--- config.mk ---
export PLATFORM = sky130hd
export DESIGN_NAME = sop_sweep_ctrl
export DESIGN_NICKNAME = d
export VERILOG_FILES = /design/src/rtl/sop_sweep_ctrl.sv
export SDC_FILE = /design/constraint.sdc
export NUM_CORES = 1
export LEC_CHECK = 0
export CAP_MARGIN = 10
export CORE_MARGIN = 5
export CORE_UTILIZATION = 30
export DETAILED_ROUTE_END_ITERATION = 7
export SLEW_MARGIN = 0
export SYNTH_ARGS = -nofsm -noshare
export SYNTH_HDL_FRONTEND = slang
export SYNTH_SLANG_ARGS = --single-unit
--- constraint.sdc ---
create_clock -name clk -period 5 [get_ports clk]
set_input_delay 1 -clock clk [delete_from_list [all_inputs] [get_ports clk]]
set_output_delay 1 -clock clk [all_outputs]
set_load 0.01 [all_outputs]
--- src/rtl/sop_sweep_ctrl.sv ---
// sop_sweep_ctrl: sweeps pqrs 0000..1111 into a 4-input SOP block, captures tt and checks it against EXPECTED.
// Optional SOP_SWEEP_FAILCAP_EN adds fail_valid/fail_idx reporting of the first mismatching vector.
module sop_sweep_ctrl #(
  parameter int          HOLD_CYCLES = 20,
  parameter logic [15:0] EXPECTED    = 16'h4644
) (
  input  logic        clk,
  input  logic        rst_n,
  input  logic        start,
  input  logic        abort,
  input  logic        tt,
  output logic        pp,
  output logic        qq,
  output logic        rr,
  output logic        ss,
  output logic        busy,
  output logic        done,
  output logic        pass,
  output logic [15:0] table_out
`ifdef SOP_SWEEP_FAILCAP_EN
  ,
  output logic        fail_valid,
  output logic [3:0]  fail_idx
`endif
);
  localparam int HW = (HOLD_CYCLES < 1) ? 1 : $clog2(HOLD_CYCLES + 1);
  typedef enum logic [1:0] {IDLE, DRIVE, DONE} state_t;
  state_t state, state_nxt;
  logic [3:0]    idx;
  logic [HW-1:0] hold_cnt;
  logic          go, smp, last;
  logic [15:0]   cap;
  always_comb begin
    go        = (state == IDLE) && start && !abort;
    smp       = (state == DRIVE) && !abort && (hold_cnt == HW'(HOLD_CYCLES - 1));
    last      = smp && (idx == 4'd15);
    cap       = table_out;
    cap[idx]  = tt;
    state_nxt = abort ? IDLE : go ? DRIVE : last ? DONE : (state == DONE) ? IDLE : state;
  end
  always_ff @(posedge clk or negedge rst_n)
    if (!rst_n) state <= IDLE;
    else state <= state_nxt;
  // pass is decided on the final sample edge so it is already valid during DONE
  always_ff @(posedge clk or negedge rst_n) begin
    if (!rst_n) begin
      idx       <= '0;
      hold_cnt  <= '0;
      table_out <= '0;
      pass      <= 1'b0;
`ifdef SOP_SWEEP_FAILCAP_EN
      fail_valid <= 1'b0;
      fail_idx   <= '0;
`endif
    end else if (go) begin
      idx       <= '0;
      hold_cnt  <= '0;
      table_out <= '0;
      pass      <= 1'b0;
`ifdef SOP_SWEEP_FAILCAP_EN
      fail_valid <= 1'b0;
      fail_idx   <= '0;
`endif
    end else if (abort && state != IDLE) begin
      pass <= 1'b0;
    end else if (state == DRIVE) begin
      hold_cnt <= smp ? '0 : HW'(hold_cnt + 1'b1);
      if (smp) begin
        table_out <= cap;
        idx       <= idx + {3'd0, !last};
        if (last) pass <= (cap == EXPECTED);
`ifdef SOP_SWEEP_FAILCAP_EN
        if (!fail_valid && tt != EXPECTED[idx]) begin
          fail_valid <= 1'b1;
          fail_idx   <= idx;
        end
`endif
      end
    end
  end
  assign {pp, qq, rr, ss} = (state == DRIVE) ? idx : 4'd0;
  assign busy = (state == DRIVE);
  assign done = (state == DONE);
endmodule

==> run_results.csv, run 1 <==
group,metric,value,unit
status,outcome,"completed",
power_and_ir_drop,pwr-share-seq,51.9,%
critical_path,worst_ep_arrival_time,3.26,ns
grt,grt_remaining_overflow,0,
logic_synthesis,synth_cell_type_count,36,
routing,wl,3905,um
die,rows,27,
critical_path,slowest_stage,"clkdlybuf4s50_1",
clocking,clock_latency,0.27,ns
final_layout,area_delta_synth_final,17.45,%
critical_path,cpPeakStageDelay,0.51,ns
die,start_util,30.94,%
critical_path,cpLargestDelayFamily,"buffers and inverters",
power_and_ir_drop,switchingPower,0.1597,mW
logic_synthesis,synth_top_area_share,40.88,%
logic_synthesis,synth_ff_type,"dfrtp_1",
clocking,clk_pin_slew,0.09,ns
power_and_ir_drop,finalPower,0.5412,mW
sta,rsz0062_at_grt,"no",
grt,antenna_found_initial,0,
critical_path,crit_chain,"clkdlybuf4s50_1 -> nor3b_4 -> and4_1 -> buf_4 -> and2_1 -> inv_1 -> ha_1 -> ha_1 -> mux2i_1 -> nor2_1",
power_and_ir_drop,power_density,268.8,mW/mm2
clocking,cts_buffer_depth,2,
logic_synthesis,netlist_instances,171,
placement,gp_congestion,0.7456,
power_and_ir_drop,p_clk_share,22.7,%
logic_synthesis,yosysWarnings,0,
clocking,root_buffer,"clkbuf_8",
logic_synthesis,synth_nets,179,
final_layout,design_area,0.002013,mm2
die,die_h,85.59,um
job,maxCapViolCount,0,
clocking,postCtsHoldBufs,0,
placement,dp_hpwl,2627,um
grt,grt_pass1_vias,1369,
final_layout,final_nets,198,
logic_synthesis,synthArstFlopShare,100.0,%
final_layout,final_cells,260,
clocking,postCtsResizedCells,0,
routing,via_per_inst,4.988,
clocking,cts_tree,"built",
final_layout,layout-drive-gt1-share,6.383,%
logic_synthesis,syn_avg_cell_area,10.02,um2
critical_path,crit_buf_inv,3,
sta,finalCriticalPeriod,3.101,ns
clocking,cts_sinks,28,
critical_path,worstPathRequired,5.16,ns
critical_path,endpoint_kind,"flip-flop",
sta,worst_pin_slew,0.6617,ns
sta,setup_tns,0,ns
placement,post-place-cells,257,
power_and_ir_drop,p_leak,0.8222,nW
routing,drc,0,
sta,fin_crit_sh,62.02,%
die,dieArea,0.007326,mm2
logic_synthesis,syn_area,0.001714,mm2
logic_synthesis,yosysTopAreaCell,"dfrtp_1",
logic_synthesis,synth_edf_count,0,
routing,drtIter0Drc,73,
sta,maxSlewViolCount,0,
grt,grt.total_usage,11.14,%
critical_path,critPathKind,"input port to flip-flop",
grt,grt_max_degree,29,
sta,finalHoldViolations,0,
die,core,0.005540,mm2
sta,max_freq,322.5,MHz
sta,slew_headroom,55.89,%
power_and_ir_drop,switching_share,29.52,%
worst_hold_path,worstHoldPathType,"flip-flop to flip-flop",
sta,skew,0.001938,ns
routing,ant_nets,0,
clocking,numCtsBuffers,3,
final_layout,fill_cells,578,
sta,finalSetupViolations,0,
final_layout,final_cell_mix,"nor2_1, dfrtp_1, clkdlybuf4s50_1, mux2i_1",
power_and_ir_drop,p_int,0.3814,mW
logic_synthesis,synthTopCellsByArea,"dfrtp_1, mux2i_1, nor2_1",
routing,vias,1297,
die,dieWidth,85.59,um
critical_path,cp_common_cell,"ha_1",
power_and_ir_drop,combPwrFrac,25.4,%
clocking,htree_levels,1,
clocking,cts_setup_buffers,0,
power_and_ir_drop,vdd_drop_max,0.1544,mV
final_layout,antennaDiodeCount,0,
critical_path,cp-start-kind,"input port",
critical_path,crit_fanout,23,
logic_synthesis,ys_ff_latch,28,
sta,whs,0.5635,ns
grt,grt_pass1_wl,6665,um
routing,firstDrtPassIters,4,
placement,dpl_cell_area,0.001972,mm2
logic_synthesis,ys_seq_area_share,40.88,%
placement,portBuffers,27,
routing,wl_per_cell,15.02,um
die,ioPinCount,28,
critical_path,r2r_slack,2.63,ns
==> state kept, by name, summed over array words and instances, names as in the netlist <==
name and flops:
hold_cnt 5, idx 4, table_out 16, pass 1, state 2
==> power groups by stage <==
stage	Combinational, mW	Clock [mW]	Sequential [mW]
final	0.138	0.123	0.281
after detailed placement	0.140	0	0.286
after global routing	0.154	0.138	0.285
after floorplan	0.0690	0	0.289
after CTS	0.141	0.129	0.281
after global placement	0.137	0	0.285
==> worst paths after layout <==
| path | from | endpoint | cells after the start |
|---|---|---|---|
| max in group asynchronous | rst_n | table_out[5] | 2 |
| min in group asynchronous | rst_n | table_out[3] | 2 |
| max reg2reg | state[0] | idx[1] | 9 |
| max | abort | idx[1] | 10 |
| min reg2reg | hold_cnt[4] | hold_cnt[4] | 2 |
| min | hold_cnt[4] | hold_cnt[4] | 2 |
==> routing by layer <==
metal  vias to the layer above  GRT usage (%)  part of all wire (%)
li1                        648              -                     -
met1                       620          15.05                    48
met2                        27          17.87                    46
met3                         2          3.362                   5.0
met4                         0          1.871                  0.51
met5                         -              0                     0
==> worst register-to-register path, stage by stage (launching register included) <==
cell,delay [ns]
dfrtp_1,0.50
nor3b_4,0.30
and4_1,0.22
buf_4,0.26
and2_1,0.25
inv_1,0.10
ha_1,0.20
ha_1,0.27
mux2i_1,0.13
nor2_1,0.06
==> stage by stage <==
step | utilization (%) | setup slack (ns)
4_1_cts | 36.34 | 1.900
5_1_grt | 36.34 | 1.745
3_3_place_gp | 35.59 | 1.677
6_report | 36.34 | 1.899
3_5_place_dp | 35.59 | 1.605
2_1_floorplan | - | 2.481
==> cell usage after synthesis (all sizes together), types with 2 or more instances <==
library cell and n:
a211oi 11, a21oi 5, and2 5, and4bb 3
buf 12, clkbuf 4, dfrtp 28, ha 3
inv 2, mux2 4, mux2i 15, nand2 11
nand2b 2, nand4 7, nand4b 6, nor2 28
nor2b 2, nor3 2, nor4b 5, o21ai 2
xor2 5
==> final cells by class <==
cell class                      instances  area [um2]  share of cell area (%)
Multi-Input combinational cell        125       880.8                   43.75
Sequential cell                        28       700.7                   34.80
Timing Repair Buffer                   30       292.8                   14.54
Tap cell                               72       90.09                   4.475
Clock buffer                            3       41.29                   2.051
Inverter                                2       7.507                  0.3729
==> cell families after synthesis <==
group / share of synthesized area, %
multiplexers: 11.39
adder cells (fa/ha/maj): 2.190
AO/OA/AOI/OAI: 8.248
AND/OR/NAND/NOR: 26.50
buffers and inverters: 7.737
XOR/XNOR: 3.066
flip-flops: 40.88
No activity file was read; power rests on OpenSTA's default activity.
==> inputs of run 2 (changes only) <==
==> constraint.sdc (replaced) <==
create_clock -name clk -period 2.8 [get_ports clk]
set_input_delay 0.56 -clock clk [delete_from_list [all_inputs] [get_ports clk]]
set_output_delay 0.56 -clock clk [all_outputs]
set_load 0.01 [all_outputs]
==> run 2 against run 1 <==
- hold slack got worse by 0.012 ns
- non-clock buffer count increased by 3
- clock skew up 0.0029 ns
- final area grew 1.8%
- sequential share of layout area is 0.62 points lower
- first-iteration DRC count is 15% higher
- routed wire length down 2.4%
- register-to-register slack lost 2.2 ns
- worst setup slack worse by 1.5 ns
- combinational power increased by 77%
- global-route usage fell by 0.51 points
==> run_results.csv, run 2 (synthesized netlist as in run 1, its figures left out) <==
group,metric,value,unit
clocking,htree_levels,1,
sta,finalCriticalPeriod,2.384,ns
routing,drc,0,
critical_path,endpoint_kind,"flip-flop",
final_layout,largest_registers,"table_out (16), hold_cnt (5), idx (4)",
final_layout,multiInputGateArea,880.8,um2
die,ioPinCount,28,
clocking,root_buffer,"clkbuf_8",
die,dieWidth,85.59,um
clocking,numCtsBuffers,3,
sta,rsz0062_at_grt,"no",
placement,dp_hpwl,2608,um
sta,worst_pin_slew,0.6405,ns
sta,setup_tns,0,ns
routing,drtIter0Drc,84,
die,rows,27,
die,die_h,85.59,um
sta,fin_crit_sh,85.15,%
routing,vias,1299,
final_layout,max_flop_register,"table_out",
critical_path,r2r_slack,0.45,ns
critical_path,timing.rr.start,"idx[3]",
sta,finalHoldViolations,0,
sta,maxSlewViolCount,0,
placement,gp_congestion,0.7122,
die,dieArea,0.007326,mm2
sta,layout_setup_ws,0.4159,ns
critical_path,cp-start-kind,"input port",
clocking,clk_pin_slew,0.10,ns
routing,wl_per_cell,14.44,um
power_and_ir_drop,power_density,486.9,mW/mm2
sta,skew,0.004808,ns
critical_path,worst_ep_arrival_time,2.55,ns
power_and_ir_drop,finalPower,0.9979,mW
final_layout,ff_latch_area,700.7,um2
status,outcome,"completed",
grt,grt_pass1_wl,6306,um
critical_path,crit_fanout,17,
clocking,postCtsHoldBufs,0,
routing,ant_nets,0,
routing,wl,3813,um
power_and_ir_drop,p_leak,0.8455,nW
placement,portBuffers,27,
placement,post-place-cells,260,
clocking,clock_latency,0.27,ns
final_layout,largest_reg_flops,16,
clocking,cts_sinks,28,
clocking,postCtsResizedCells,0,
clocking,cts_buffer_depth,2,
sta,finalSetupViolations,0,
routing,via_per_inst,4.920,
worst_hold_path,worstHoldStart,"hold_cnt[4]",
sta,max_freq,419.4,MHz
routing,firstDrtPassIters,4,
final_layout,fill_cells,567,
clocking,cts_setup_buffers,0,
critical_path,critPathKind,"input port to flip-flop",
sta,slew_headroom,57.16,%
final_layout,final_nets,201,
final_layout,antennaDiodeCount,0,
grt,grt.total_usage,10.64,%
final_layout,layout-drive-gt1-share,8.333,%
grt,grt_remaining_overflow,0,
critical_path,worstPathRequired,2.97,ns
power_and_ir_drop,vdd_drop_max,0.1694,mV
die,start_util,30.94,%
job,maxCapViolCount,0,
die,core,0.005540,mm2
grt,grt_max_degree,29,
grt,grt_pass1_vias,1290,
placement,preCtsSetupSlack,0.1841,ns
worst_hold_path,worstHoldPathType,"flip-flop to flip-flop",
final_layout,area_delta_synth_final,19.56,%
final_layout,final_cells,264,
final_layout,final_cell_mix,"nor2_1, dfrtp_1, clkdlybuf4s50_1, mux2i_1",
critical_path,worstSetupStartpoint,"tt",
grt,antenna_found_initial,0,
sta,whs,0.5514,ns
clocking,cts_tree,"built",
-- run 2: final timing paths --
kind,endpoint,depth (start not counted)
min in group asynchronous,idx[3],2
max in group asynchronous,table_out[5],2
worst max-delay path,pass,5
worst min register to register,hold_cnt[4],2
worst max register to register,pass,5
worst min-delay path,hold_cnt[4],2
-- run 2: critical path, cell delays in order --
cell	delay (ns)
clkdlybuf4s50_1	0.88
mux2i_1	0.18
nand4b_1	0.21
or3_1	0.38
o41ai_2	0.34
-- run 2: routing by layer --
layer | part of all wire [%] | vias to the layer above | global-route usage [%]
met5 | 0 | - | 0
met4 | 0.52 | 0 | 3.309
met3 | 4.5 | 2 | 2.498
met2 | 43 | 24 | 15.82
met1 | 52 | 618 | 15.20
li1 | - | 655 | -
-- run 2: cell type report --
cell class	instances	area share (%)
repair buffers	33	15.38
clock buffers	4	2.686
well taps	72	4.396
flip-flops and latches	28	34.19
inverters	2	0.3663
multi-input cells	125	42.98
-- run 2: stage by stage --
step,utilization [%],instance area [um2]
6_report,36.99,2049
5_1_grt,36.99,2049
2_1_floorplan,-,1714
4_1_cts,36.99,2049
3_3_place_gp,36.00,1994
3_5_place_dp,36.00,1994
-- run 2: where the power goes --
group	internal, mW	total (mW)	switching, mW
combinational	0.128	0.244	0.115
clock	0.126	0.251	0.125
sequential	0.456	0.503	0.0473
total	0.710	0.998	0.288
==> inputs of run 3 (changes only) <==
--- a/config.mk
+++ b/config.mk
@@ -8,7 +8,10 @@
 export CAP_MARGIN = 10
 export CORE_MARGIN = 5
 export CORE_UTILIZATION = 30
+export CTS_CLUSTER_SIZE = 24
 export DETAILED_ROUTE_END_ITERATION = 7
+export GPL_ROUTABILITY_DRIVEN = 1
+export REMOVE_ABC_BUFFERS = 1
 export SLEW_MARGIN = 0
 export SYNTH_ARGS = -nofsm -noshare
 export SYNTH_HDL_FRONTEND = slang
==> run 3 against run 2 <==
- sequential share of layout area shrank 0.61 points
- clock skew is essentially flat
- critical path depth shrank 2
- total power grew 0.95%
- critical endpoint is now ss
- highest routed layer unchanged
==> run_results.csv, run 3 (synthesized netlist as in run 1, its figures left out) <==
group,metric,value,unit
final_layout,ff_latch_area,700.7,um2
critical_path,worstPathRequired,2.24,ns
sta,finalSetupViolations,0,
clocking,clock_latency,0.27,ns
final_layout,utilization,37.67,%
power_and_ir_drop,p_int,0.7140,mW
sta,slew_headroom,61.70,%
power_and_ir_drop,p_leak,0.8708,nW
power_and_ir_drop,switching_share,29.12,%
final_layout,final_nets,206,
clocking,root_buffer,"clkbuf_8",
critical_path,endpoint_kind,"primary output",
power_and_ir_drop,switchingPower,0.2933,mW
sta,fin_crit_sh,84.69,%
power_and_ir_drop,pwr-share-seq,50.1,%
power_and_ir_drop,finalPower,1.007,mW
die,rows,27,
clocking,cts_setup_buffers,0,
worst_hold_path,worstHoldStart,"hold_cnt[4]",
routing,wl_per_cell,14.21,um
placement,dp_hpwl,2766,um
critical_path,reg2reg_depth,5,
grt,grt_max_degree,29,
die,ioPinCount,28,
sta,setup_tns,0,ns
die,start_util,30.94,%
final_layout,layout-drive-gt1-share,10.66,%
die,dieArea,0.007326,mm2
status,outcome,"completed",
sta,finalCriticalPeriod,2.371,ns
power_and_ir_drop,combPwrFrac,24.8,%
critical_path,critPathKind,"flip-flop to primary output",
final_layout,final_cell_mix,"nor2_1, dfrtp_1, clkdlybuf4s50_1, mux2i_1",
critical_path,cp-start-kind,"flip-flop",
final_layout,fill_cells,579,
placement,gp_congestion,0.8017,
clocking,cts_buffer_depth,2,
clocking,postCtsResizedCells,0,
worst_hold_path,worstHoldPathType,"flip-flop to flip-flop",
clocking,cts_tree,"built",
grt,antenna_found_initial,0,
routing,ant_nets,0,
final_layout,area_delta_synth_final,21.75,%
critical_path,worst_ep_arrival_time,1.81,ns
routing,drtIter0Drc,56,
sta,maxSlewViolCount,0,
grt,grt_pass1_wl,6251,um
sta,worst_pin_slew,0.5745,ns
placement,post-place-cells,265,
final_layout,largest_reg_flops,16,
power_and_ir_drop,power_density,482.7,mW/mm2
power_and_ir_drop,p_clk_share,25.1,%
clocking,htree_levels,1,
routing,drc,0,
sta,rsz0062_at_grt,"no",
grt,grt_remaining_overflow,0,
critical_path,worstSetupStartpoint,"state[0]",
grt,grt.total_usage,10.57,%
final_layout,max_flop_register,"table_out",
clocking,numCtsBuffers,3,
routing,vias,1303,
clocking,clk_pin_slew,0.09,ns
die,die_h,85.59,um
routing,via_per_inst,4.844,
routing,wl,3823,um
final_layout,largest_registers,"table_out (16), hold_cnt (5), idx (4)",
routing,firstDrtPassIters,4,
sta,finalHoldViolations,0,
power_and_ir_drop,vdd_drop_max,0.2231,mV
placement,portBuffers,27,
final_layout,final_cells,269,
sta,skew,0.005146,ns
final_layout,multiInputGateArea,880.8,um2
job,maxCapViolCount,0,
grt,grt_pass1_vias,1284,
final_layout,antennaDiodeCount,0,
worst_hold_path,hold-path-cell-count,2,
critical_path,timing.rr.start,"idx[2]",
die,core,0.005540,mm2
clocking,cts_sinks,28,
sta,max_freq,421.7,MHz
die,dieWidth,85.59,um
clocking,postCtsHoldBufs,0,
critical_path,crit_fanout,8,
-- run 3: cell types whose count changed in the layout (fill, tap and decap cells not counted), sizes merged --
cell | previous run | this run
buf | 6 | 11
-- run 3: path summary, 6_finish.rpt --
kind | slack (ns) | to
worst max-delay path | 0.43 | ss
worst min-delay path | 0.55 | hold_cnt[4]
worst max register to register | 0.52 | pass
worst min register to register | 0.55 | hold_cnt[4]
max in group asynchronous | 1.87 | hold_cnt[0]
min in group asynchronous | 0.66 | table_out[8]
-- run 3: area by class of cell --
| cell class | instances | share of cell area (%) |
|---|---|---|
| Tap cell | 72 | 4.317 |
| Clock buffer | 4 | 2.638 |
| Timing Repair Buffer | 38 | 16.91 |
| Multi-Input combinational cell | 125 | 42.21 |
| Inverter | 2 | 0.3597 |
| Sequential cell | 28 | 33.57 |
-- run 3: worst max-delay path: stages, from the launching register on --
cell	delay (ns)
dfrtp_1	0.48
nor2b_1	0.34
and2_1	0.19
clkdlybuf4s50_1	0.54
-- run 3: stage by stage --
stage	setup WS [ns]	instance area, um2	hold WS [ns]
after CTS	0.3912	2087	0.5539
after global placement	0.2256	2032	0.5312
final	0.4286	2087	0.5512
after global routing	0.3241	2087	0.5962
after floorplan	0.3137	1589	0.2644
after detailed placement	0.2016	2032	0.5317
-- run 3: power groups by stage --
stage / Clock (mW) / Combinational (mW) / Sequential, mW
detailed placement: 0 / 0.255 / 0.512
finish: 0.252 / 0.250 / 0.505
floorplan: 0 / 0.117 / 0.517
global placement: 0 / 0.250 / 0.512
CTS: 0.265 / 0.254 / 0.506
global route: 0.279 / 0.275 / 0.513
-- run 3: per-layer routing --
metal,up-vias,share of wire (%),GRT usage (%)
li1,659,-,-
met1,624,48,13.49
met2,18,48,18.22
met3,2,4.0,2.786
met4,0,0.50,1.727
met5,-,0,0
